[src/rtl/rle_pkg.sv]
// Shared constants and types for the run-length line encoder/decoder pair.
package rle_pkg;
   localparam int LEN_W    = 11;
   localparam int LINE_W   = 640;
   localparam int MAX_RUNS = 3;
   localparam int RIDX_W   = 2;

   typedef enum logic {S_WAIT_SOP, S_LINE} state_t;

   typedef logic [LEN_W-1:0] len_t;

   typedef struct packed {
      logic                     trunc;
      len_t [MAX_RUNS-1:0]      words;
   } line_t;
endpackage

[src/rtl/rle_out_hold.sv]
// Line output register with valid/ready. Latency 1 cycle from line_vld to out_valid;
// a line completing while the held one is unaccepted is dropped and counted (saturating).
module rle_out_hold
   import rle_pkg::*;
(
   input  logic       CLK,
   input  logic       reset_n,
   input  logic       line_vld,
   input  line_t      line_dat,
   input  logic       out_ready,
   output line_t      hold_dat,
   output logic       out_valid,
   output logic [7:0] drop_cnt
);

   always_ff @(posedge CLK or negedge reset_n) begin
      if (!reset_n) begin
         hold_dat  <= '0;
         out_valid <= 1'b0;
         drop_cnt  <= '0;
      end else if (line_vld) begin
         // A handshake in the same cycle frees the slot for the new line
         if (!out_valid || out_ready) begin
            hold_dat  <= line_dat;
            out_valid <= 1'b1;
         end else if (drop_cnt != 8'hFF) begin
            drop_cnt <= drop_cnt + 8'd1;
         end
      end else if (out_ready) begin
         out_valid <= 1'b0;
      end
   end

endmodule

[src/rtl/rle_line_encoder.sv]
// Binary pixel stream to per-line run lengths (3 words, first run is symbol 0).
// Latency 1 cycle last pixel -> out_valid; lines finishing under backpressure are dropped.
module rle_line_encoder
   import rle_pkg::*;
(
   input  logic             CLK,
   input  logic             reset_n,
   input  logic             in_valid,
   input  logic             in_bit,
   input  logic             in_sop,
   input  logic             out_ready,
   output logic [LEN_W-1:0] stream1,
   output logic [LEN_W-1:0] stream2,
   output logic [LEN_W-1:0] stream3,
   output logic             out_valid,
   output logic             new_im,
   output logic             trunc,
   output logic [7:0]       drop_cnt
);

   localparam len_t              LAST_X   = len_t'(LINE_W - 1);
   localparam len_t              ONE      = len_t'(1);
   localparam logic [RIDX_W-1:0] LAST_RUN = RIDX_W'(MAX_RUNS - 1);

   state_t              state, state_nxt;
   len_t                x, pix_x;
   len_t                len, n_len;
   logic [RIDX_W-1:0]   run_idx, n_idx;
   logic                cur_sym, n_sym;
   logic                trunc_acc, n_trunc;
   len_t [MAX_RUNS-1:0] acc, n_acc, fin;
   logic                take, first, last;
   line_t               line_dat, hold_dat;

   always_ff @(posedge CLK or negedge reset_n) begin
      if (!reset_n) state <= S_WAIT_SOP;
      else          state <= state_nxt;
   end

   always_comb begin
      state_nxt = state;
      take      = in_valid && (in_sop || state == S_LINE);
      // The sop pixel is always pixel 0, aborting any partial line
      pix_x     = in_sop ? '0 : x;
      first     = (pix_x == '0);
      last      = take && (pix_x == LAST_X);
      if (take) state_nxt = S_LINE;
   end

   always_comb begin
      n_acc   = acc;
      n_idx   = run_idx;
      n_len   = len;
      n_sym   = cur_sym;
      n_trunc = trunc_acc;
      if (first) begin
         n_acc   = '0;
         n_trunc = 1'b0;
         n_len   = ONE;
         n_sym   = in_bit;
         n_idx   = in_bit ? RIDX_W'(1) : '0;
      end else if (in_bit == cur_sym) begin
         n_len = len + ONE;
      end else if (run_idx < LAST_RUN) begin
         n_acc[run_idx] = len;
         n_idx          = run_idx + RIDX_W'(1);
         n_sym          = ~cur_sym;
         n_len          = ONE;
      end else begin
         // Last word absorbs the remainder of the line
         n_len   = len + ONE;
         n_trunc = 1'b1;
      end
      fin            = n_acc;
      fin[n_idx]     = n_len;
      line_dat.trunc = n_trunc;
      line_dat.words = fin;
   end

   always_ff @(posedge CLK or negedge reset_n) begin
      if (!reset_n) begin
         x         <= '0;
         len       <= '0;
         run_idx   <= '0;
         cur_sym   <= 1'b0;
         trunc_acc <= 1'b0;
         acc       <= '0;
         new_im    <= 1'b0;
      end else begin
         new_im <= in_valid && in_sop;
         if (take) begin
            x         <= last ? '0 : pix_x + ONE;
            len       <= n_len;
            run_idx   <= n_idx;
            cur_sym   <= n_sym;
            trunc_acc <= n_trunc;
            acc       <= n_acc;
         end
      end
   end

   rle_out_hold u_hold (
      .CLK       (CLK),
      .reset_n   (reset_n),
      .line_vld  (last),
      .line_dat  (line_dat),
      .out_ready (out_ready),
      .hold_dat  (hold_dat),
      .out_valid (out_valid),
      .drop_cnt  (drop_cnt)
   );

   assign stream1 = hold_dat.words[0];
   assign stream2 = hold_dat.words[1];
   assign stream3 = hold_dat.words[2];
   assign trunc   = hold_dat.trunc;

endmodule

[config.mk]
export PLATFORM = sky130hd
export DESIGN_NAME = rle_line_encoder
export DESIGN_NICKNAME = d
export VERILOG_FILES = /design/src/rtl/rle_pkg.sv /design/src/rtl/rle_out_hold.sv /design/src/rtl/rle_line_encoder.sv
export SDC_FILE = /design/constraint.sdc
export NUM_CORES = 1
export LEC_CHECK = 0
export CAP_MARGIN = 10
export CORE_ASPECT_RATIO = 0.8
export CORE_MARGIN = 1.5
export CORE_UTILIZATION = 30
export CTS_BUF_LIST = sky130_fd_sc_hd__clkbuf_4 sky130_fd_sc_hd__clkbuf_8 sky130_fd_sc_hd__clkbuf_16
export CTS_CLUSTER_SIZE = 30
export DETAILED_ROUTE_END_ITERATION = 12
export SETUP_SLACK_MARGIN = 0.4
export SYNTH_ARGS = -nofsm -noshare
export SYNTH_HDL_FRONTEND = slang
export SYNTH_SLANG_ARGS = --single-unit
[constraint.sdc]
create_clock -name CLK -period 4.5 [get_ports CLK]
set_input_delay 1.125 -clock CLK [delete_from_list [all_inputs] [get_ports CLK]]
set_output_delay 1.125 -clock CLK [all_outputs]
set_load 0.02 [all_outputs]
==> tab_implementation.tex, run 1 <==
\begin{tabular}{lr}
\hline
Metric & Value \\
\hline
\multicolumn{2}{l}{\textbf{Power and ir drop}} \\
Internal power contribution & 1.57 mW \\
Maximum resistive drop on vdd & 0.160 mV \\
Final Power & 2.37 mW \\
Static Leakage & 2.81 nW \\
Share of power burned in combinational logic & 23.2\% \\
Clock Power Share & 34.1\% \\
Total net switching power & 0.796 mW \\
Sw Share & 33.6\% \\
Total power density per cell area & 368 mW/mm\^{}2 \\
Power share of the sequential group & 42.7\% \\
\multicolumn{2}{l}{\textbf{Final layout}} \\
Fraction of layout instances using a drive strength above 1 & 9.04\% \\
Final std cell area, no fill & 0.00642 sq mm \\
Antenna diode instance count & 0 \\
Area growth, synth to finish & 19.9\% \\
Layout net count & 594 \\
\multicolumn{2}{l}{\textbf{Timing}} \\
Layout Skew & 12.9 ps \\
Final Slew Violations & 0 \\
Unrepaired setup endpoints after global routing & no \\
Worst rel slew slack & 46.0\% \\
Final hold violation count & 0 \\
Share of the cycle needed by the critical path after routing & 77.8\% \\
Worst Hold Slack & 481 ps \\
Post-layout minimum cycle time & 3500 ps \\
Setup violators final & 0 \\
Sum of negative setup slack & 0 ps \\
Transition time at the pin with the least slew margin & 806 ps \\
Highest clock rate & 0.286 GHz \\
\multicolumn{2}{l}{\textbf{Synthesis}} \\
Count of flip-flops with a built-in enable after synthesis & 0 \\
Biggest area consumer among synthesized cells & dfrtp\_1 \\
Sequential element share of the synthesized area & 48.6\% \\
Main synth FF type & dfrtp\_1 \\
Post-synthesis cell area & 0.00536 sq mm \\
Fraction of post-synthesis cell area in the top cell type by area & 48.6\% \\
Number of warnings issued by yosys & 0 \\
Post-synth net total & 556 \\
Main area contributors after synthesis & dfrtp\_1 (49\%), a22o\_1 (6.2\%), mux2i\_1 (6.2\%), nand2\_1 (4.3\%), o21ai\_0 (3.6\%) \\
Share of async-settable or async-resettable flops after synthesis & 100\% \\
Average instance area after synthesis & 9.87 sq um \\
Number of instances in the synthesized netlist & 543 \\
Number of distinct library cells after synthesis & 53 \\
Synth Register Bits & 104 \\
\multicolumn{2}{l}{\textbf{Setup path}} \\
Worst R2R Path Depth & 7 \\
Critical path start-end classification & in -> reg \\
Maximum fanout encountered on the critical timing path & 13 \\
Capture instance of the worst register-to-register path & u\_hold.hold\_dat[30]\$\_DFFE\_PN0P\_ \\
Kind of start point of the critical path & input pin \\
Crit path required time & 4740 ps \\
Worst Setup SP & in\_sop \\
Critical Path AT & 3750 ps \\
Worst r2r src & run\_idx[1]\$\_DFFE\_PN0P\_ \\
Slack of the worst reg-to-reg path & 1910 ps \\
Critical Path Sink Type & flip-flop \\
\multicolumn{2}{l}{\textbf{Drt}} \\
Vias after detailed routing & 4451 \\
Mean routed wirelength per cell & 17.7 microns \\
Sum of routed wire length over all layers & 14400 microns \\
Average via count per standard cell & 5.49 \\
DRC violation count after routing & 0 \\
Antenna viol nets, final & 0 \\
Number of iterations in the first detailed-routing pass & 4 \\
Initial DRC Count & 389 \\
\multicolumn{2}{l}{\textbf{Floorplan}} \\
Row Count & 43 \\
Width of the chip & 152 microns \\
Chip height & 123 microns \\
Area of the die & 0.0187 sq mm \\
Starting utilization of the core area & 30.7\% \\
Total I/O pin count & 50 \\
Standard cell core area & 0.0174 sq mm \\
\multicolumn{2}{l}{\textbf{GRT}} \\
M3 GR Usage & 3.11\% \\
Largest net degree at the start of global routing & 49 \\
Met2 capacity usage during global routing & 24.6\% \\
Most Used Layer, Global Route & met2 \\
Initial antenna violation count & 0 \\
Number of global-route vias before repair & 4351 \\
Total GRT Usage & 15.9\% \\
Congestion Overflow GR & 0 \\
First-pass GRT wire length & 23400 microns \\
GRT met1 Usage & 22.6\% \\
\multicolumn{2}{l}{\textbf{CTS}} \\
Total of cells resized after clock tree synthesis & 0 \\
Sinks on the clock net & 104 \\
Insertion delay to the later sink of the worst-skew pair & 350 ps \\
Number of clock buffers inserted by TritonCTS & 9 \\
H-tree lvl count & 3 \\
Clock Pin Slew Worst Setup and Hold Paths & 70 ps \\
CTS tree & yes \\
CTS Buffer Depth & 2 \\
CTS Root Buffer Type & clkbuf\_16 \\
Hold-fix buffers at CTS & 0 \\
\# Post-CTS Setup Buffers & 0 \\
\multicolumn{2}{l}{\textbf{Place}} \\
Last weighted congestion value of the routability-driven placer & 0.801 \\
Buffers on Ports & 49 \\
Final HPWL from detailed placement & 9890 microns \\
Area post-placement & 0.00612 sq mm \\
\multicolumn{2}{l}{\textbf{Hold path}} \\
Hold Crit Class & reg -> reg \\
Hold path depth & 2 \\
Hold worst-path end & acc[12]\$\_DFFE\_PN0P\_ \\
Worst min-delay path startpoint & acc[12]\$\_DFFE\_PN0P\_ \\
\multicolumn{2}{l}{\textbf{Run}} \\
Max-cap violations & 0 \\
\multicolumn{2}{l}{\textbf{Status}} \\
Status & finished clean \\
\hline
\end{tabular}
cell type report:
| cell class | instances | area (sq um) |
|---|---|---|
| tap | 225 | 282 |
| multi-input combinational | 392 | 2590 |
| inverter | 7 | 26.3 |
| clock buffer | 9 | 225 |
| fill | 1737 | 11000 |
| timing repair buffer | 67 | 623 |
| sequential | 104 | 2600 |
| clock inverter | 7 | 77.6 |
power by group through the flow:
stage / sequential [mW] / clock (mW) / combinational [mW]
after floorplan: 1.00 / 0 / 0.362
after detailed placement: 1.03 / 0 / 0.543
after global placement: 1.03 / 0 / 0.530
final: 1.01 / 0.806 / 0.549
after global routing: 1.02 / 0.866 / 0.599
after CTS: 1.01 / 0.824 / 0.545
per-layer routing:
metal / routed length [microns] / share of wire [%]
met1: 7140 / 50
met2: 6490 / 45
met3: 611 / 4.2
met4: 151 / 1.0
met5: 0 / 0
worst max path at each step:
stage / endpoint / cells after the start
3_5_place_dp: u_hold.drop_cnt[1]$_DFFE_PN0P_ / 8
2_1_floorplan: u_hold.drop_cnt[5]$_DFFE_PN0P_ / 10
4_1_cts: u_hold.drop_cnt[1]$_DFFE_PN0P_ / 8
5_1_grt: u_hold.hold_dat[30]$_DFFE_PN0P_ / 8
6_report: u_hold.hold_dat[8]$_DFFE_PN0P_ / 8
3_3_place_gp: u_hold.drop_cnt[1]$_DFFE_PN0P_ / 8
synth_stat cells (all sizes together) (4+ instances only):
library cell	number
o31ai	24
nand3	21
xnor2	9
xor2	6
o22a	7
a21o	6
ha	7
dfrtp	104
nor4	6
nand4	8
mux2	5
mux2i	33
a21oi	33
nor3	17
a31oi	4
nand2	62
clkbuf	29
a22o	38
o21ai	40
nor2	22
buf	11
inv	6
worst max-delay path: stages:
cell	delay, ps
clkdlybuf4s50_1	590
nand2b_1	170
ha_1	160
nor4b_1	440
nand3_1	410
nand2_1	470
o21ai_0	170
a22o_1	200
registers in the layout, indices dropped and copies added (netlist names):
register,count
len,11
run_idx,2
acc,33
u_hold.drop_cnt,8
state,1
cur_sym,1
new_im,1
trunc_acc,1
x,11
u_hold.hold_dat,34
u_hold.out_valid,1
cell usage in the layout (no fill, tap or decap), types with 19 or more instances in the layout:
cell type / count
clkdlybuf4s50_1: 48
a21oi_1: 32
a22o_1: 38
buf_4: 19
nor2_1: 22
nand2_1: 62
dfrtp_1: 104
nand3_1: 19
o21ai_0: 39
o31ai_1: 24
mux2i_1: 33
cell families (layout without fill, tap and decap cells):
| family | Yosys count | count (layout) | synth area share [%] |
|---|---|---|---|
| compound gates | 171 | 171 | 22.0 |
| mux | 38 | 38 | 7.22 |
| buf+inv | 47 | 90 | 3.43 |
| fa+ha+maj | 7 | 7 | 1.63 |
| xor+xnor | 15 | 15 | 2.45 |
| flops | 104 | 104 | 48.6 |
| simple gates | 161 | 161 | 14.7 |
metrics by stage:
step	setup WS [ps]	instances	utilization, %
final	998	811	36.9
after global routing	720	811	36.9
after CTS	1020	811	36.9
after detailed placement	659	795	35.1
after global placement	716	795	35.1
after floorplan	1130	543	-
Note: power is estimated with default switching activity, not from simulation.
==> run 2: changes to the inputs <==
==> constraint.sdc (replaced) <==
create_clock -name CLK -period 2.9 [get_ports CLK]
set_input_delay 0.725 -clock CLK [delete_from_list [all_inputs] [get_ports CLK]]
set_output_delay 0.725 -clock CLK [all_outputs]
set_load 0.02 [all_outputs]
==> run 2 against run 1 <==
  * Die area did not move
  * Wire length fell by 0.49%
  * Clock skew fell by 5.3 ps
  * Power rose by 60%
  * First-iteration DRC count fell by 10%
  * Sequential power rose by 56%
  * Non-clock buffer count rose by 31
  * Highest routed layer unchanged
==> tab_implementation.tex, run 2 (synthesized netlist as in run 1, its figures left out) <==
\begin{tabular}{lr}
\hline
Metric & Value \\
\hline
\multicolumn{2}{l}{\textbf{Setup path}} \\
Critical Path AT & 2690 ps (was 3750 ps) \\
Crit path required time & 3180 ps (was 4740 ps) \\
Critical path start-end classification & in -> reg (unchanged) \\
Maximum fanout encountered on the critical timing path & 3 (was 13) \\
Sequence of cells on the critical path & dlygate4sd2\_1 > buf\_6 > nor2b\_4 > ha\_4 > nand3\_4 > or3\_4 > or4\_4 > nor3\_4 > xor2\_1 (was clkdlybuf4s50\_1 > nand2b\_1 > ha\_1 > nor4b\_1 > nand3\_1 > nand2\_1 > o21ai\_0 > a22o\_1) \\
Critical Path Sink Type & flip-flop (unchanged) \\
Kind of start point of the critical path & input pin (unchanged) \\
Cell with the largest stage delay on the worst path & or4\_4 (was clkdlybuf4s50\_1) \\
Delay of the slowest critical-path stage & 530 ps (was 590 ps) \\
\multicolumn{2}{l}{\textbf{Drt}} \\
Sum of routed wire length over all layers & 14300 microns (was 14400 microns) \\
Mean routed wirelength per cell & 17.0 microns (was 17.7 microns) \\
Number of iterations in the first detailed-routing pass & 4 (unchanged) \\
DRC violation count after routing & 0 (unchanged) \\
Average via count per standard cell & 5.32 (was 5.49) \\
Initial DRC Count & 349 (was 389) \\
Antenna viol nets, final & 0 (unchanged) \\
Vias after detailed routing & 4479 (was 4451) \\
\multicolumn{2}{l}{\textbf{Floorplan}} \\
Row Count & 43 (unchanged) \\
Width of the chip & 152 microns (unchanged) \\
Starting utilization of the core area & 30.7\% (unchanged) \\
Total I/O pin count & 50 (unchanged) \\
Standard cell core area & 0.0174 sq mm (unchanged) \\
Chip height & 123 microns (unchanged) \\
Area of the die & 0.0187 sq mm (unchanged) \\
\multicolumn{2}{l}{\textbf{CTS}} \\
Sinks on the clock net & 104 (unchanged) \\
\# Post-CTS Setup Buffers & 0 (unchanged) \\
CTS tree & yes (unchanged) \\
Insertion delay to the later sink of the worst-skew pair & 360 ps (was 350 ps) \\
H-tree lvl count & 3 (unchanged) \\
Number of clock buffers inserted by TritonCTS & 9 (unchanged) \\
CTS Buffer Depth & 2 (unchanged) \\
Clock Pin Slew Worst Setup and Hold Paths & 70 ps (about the same) \\
CTS Root Buffer Type & clkbuf\_16 (unchanged) \\
\multicolumn{2}{l}{\textbf{Place}} \\
Post-placement setup slack & -141 ps (was 659 ps) \\
Area post-placement & 0.00647 sq mm (was 0.00612 sq mm) \\
Buffers on Ports & 49 (unchanged) \\
Final HPWL from detailed placement & 10000 microns (was 9890 microns) \\
Last weighted congestion value of the routability-driven placer & 0.839 (was 0.801) \\
\multicolumn{2}{l}{\textbf{Timing}} \\
Post-layout minimum cycle time & 2410 ps \\
Unrepaired setup endpoints after global routing & no (unchanged) \\
Highest clock rate & 0.416 GHz \\
Min setup slack post-route & 494 ps (was 998 ps) \\
Transition time at the pin with the least slew margin & 683 ps (was 806 ps) \\
Final Slew Violations & 0 (unchanged) \\
Final hold violation count & 0 (unchanged) \\
Setup violators final & 0 (unchanged) \\
Worst rel slew slack & 54.4\% (was 46.0\%) \\
Layout Skew & 7.56 ps (was 12.9 ps) \\
Share of the cycle needed by the critical path after routing & 83.0\% \\
Worst Hold Slack & 404 ps (was 481 ps) \\
\multicolumn{2}{l}{\textbf{GRT}} \\
Congestion Overflow GR & 0 (unchanged) \\
Initial antenna violation count & 0 (unchanged) \\
First-pass GRT wire length & 23600 microns (was 23400 microns) \\
Number of global-route vias before repair & 4442 (was 4351) \\
Total GRT Usage & 16.1\% (was 15.9\%) \\
Largest net degree at the start of global routing & 53 (was 49) \\
\multicolumn{2}{l}{\textbf{Power and ir drop}} \\
Static Leakage & 3.03 nW (was 2.81 nW) \\
Total power density per cell area & 554 mW/mm\^{}2 (was 368 mW/mm\^{}2) \\
Total net switching power & 1.22 mW (was 0.796 mW) \\
Maximum resistive drop on vdd & 0.240 mV (was 0.160 mV) \\
Share of power burned in combinational logic & 25.4\% (was 23.2\%) \\
Sw Share & 32.3\% (was 33.6\%) \\
Power share of the sequential group & 41.6\% (was 42.7\%) \\
Clock Power Share & 33.0\% (was 34.1\%) \\
Internal power contribution & 2.56 mW (was 1.57 mW) \\
\multicolumn{2}{l}{\textbf{Run}} \\
Max-cap violations & 0 (unchanged) \\
\multicolumn{2}{l}{\textbf{Final layout}} \\
Leading cell type in the layout, fill and taps excluded & dfrtp\_1 (unchanged) \\
Regs by FF count & u\_hold.hold\_dat: 34 flops, acc: 33 flops (unchanged) \\
Final std cell area, no fill & 0.00684 sq mm (was 0.00642 sq mm) \\
Commonest cells after routing, fill and taps aside & dfrtp\_1 (103), nand2\_1 (62), clkdlybuf4s50\_1 (47) (was dfrtp\_1 (104), nand2\_1 (62), clkdlybuf4s50\_1 (48)) \\
Largest register FFs & 34 (unchanged) \\
Layout net count & 625 (was 594) \\
Register ranked first by flip-flop count & u\_hold.hold\_dat (unchanged) \\
Area growth, synth to finish & 27.7\% (was 19.9\%) \\
Fraction of layout instances using a drive strength above 1 & 16.0\% (was 9.04\%) \\
Antenna diode instance count & 0 (unchanged) \\
\multicolumn{2}{l}{\textbf{Hold path}} \\
Hold Crit Class & in -> async (was reg -> reg) \\
\multicolumn{2}{l}{\textbf{Status}} \\
Status & finished clean (unchanged) \\
\hline
\end{tabular}
run 2: cell types whose count changed in the layout (fill, tap and decap cells not counted), sizes merged:
| cell | before | now |
|---|---|---|
| clkbuf | 9 | 11 |
| clkinvlp | 1 | 2 |
| dlygate4sd2 | 0 | 1 |
| clkdlybuf4s50 | 48 | 47 |
| buf | 19 | 50 |
| inv | 9 | 6 |
run 2: power by group through the flow:
stage | logic, mW | clock network, mW | registers (mW)
floorplan | 0.578 | 0 | 1.56
global placement | 0.914 | 0 | 1.59
detailed placement | 0.938 | 0 | 1.60
CTS | 0.952 | 1.28 | 1.57
global route | 1.06 | 1.34 | 1.58
finish | 0.960 | 1.25 | 1.58
run 2: layout make-up:
class / count / area [sq um]
Fill cell: 1756 / 10600
Multi-Input combinational cell: 392 / 2710
Sequential cell: 104 / 2600
Timing Repair Buffer: 98 / 912
Tap cell: 225 / 282
Clock buffer: 11 / 246
Clock inverter: 5 / 56.3
Inverter: 7 / 30.0
run 2: repair_timing:
item,4_1_cts,5_1_grt
pin swaps,6,0
resized for setup,9,5
hold buffers,0,0
endpoints found under the setup margin,66,24
run 2: critical path: cells and delay by family:
kind | cells | cell delay [ps]
AND/OR/NAND/NOR | 5 | 1280
buffers and inverters | 2 | 370
adder cells (fa/ha/maj) | 1 | 160
XOR/XNOR | 1 | 150
run 2: routing by layer:
layer / track usage (%) / vias to the layer above / part of all wire, %
met2: 24.7 / 104 / 45
met1: 22.5 / 2217 / 47
met3: 4.20 / 12 / 6.2
met4: 4.57 / 0 / 1.2
li1: - / 2146 / -
met5: 0 / - / 0
run 2: through the flow:
step | setup TNS, ps | instances | total power [mW] | util, %
after floorplan | 0 | 543 | 2.13 | -
after global placement | -1630 | 826 | 2.51 | 37.1
after detailed placement | -3860 | 826 | 2.54 | 37.1
after CTS | 0 | 842 | 3.81 | 39.1
after global routing | 0 | 842 | 3.99 | 39.2
final | 0 | 842 | 3.79 | 39.2
run 2: path summary, 6_finish.rpt:
path | startpoint | to | slack [ps] | depth (start not counted)
min reg2reg | acc[16]$_DFFE_PN0P_ | acc[16]$_DFFE_PN0P_ | 480 | 2
min | reset_n | u_hold.hold_dat[32]$_DFFE_PN0P_ | 400 | 1
min in group CLK | acc[16]$_DFFE_PN0P_ | acc[16]$_DFFE_PN0P_ | 480 | 2
max reg2reg | run_idx[1]$_DFFE_PN0P_ | u_hold.hold_dat[14]$_DFFE_PN0P_ | 650 | 6
max | in_sop | u_hold.drop_cnt[5]$_DFFE_PN0P_ | 490 | 9
max in group asynchronous | reset_n | run_idx[1]$_DFFE_PN0P_ | 1730 | 2
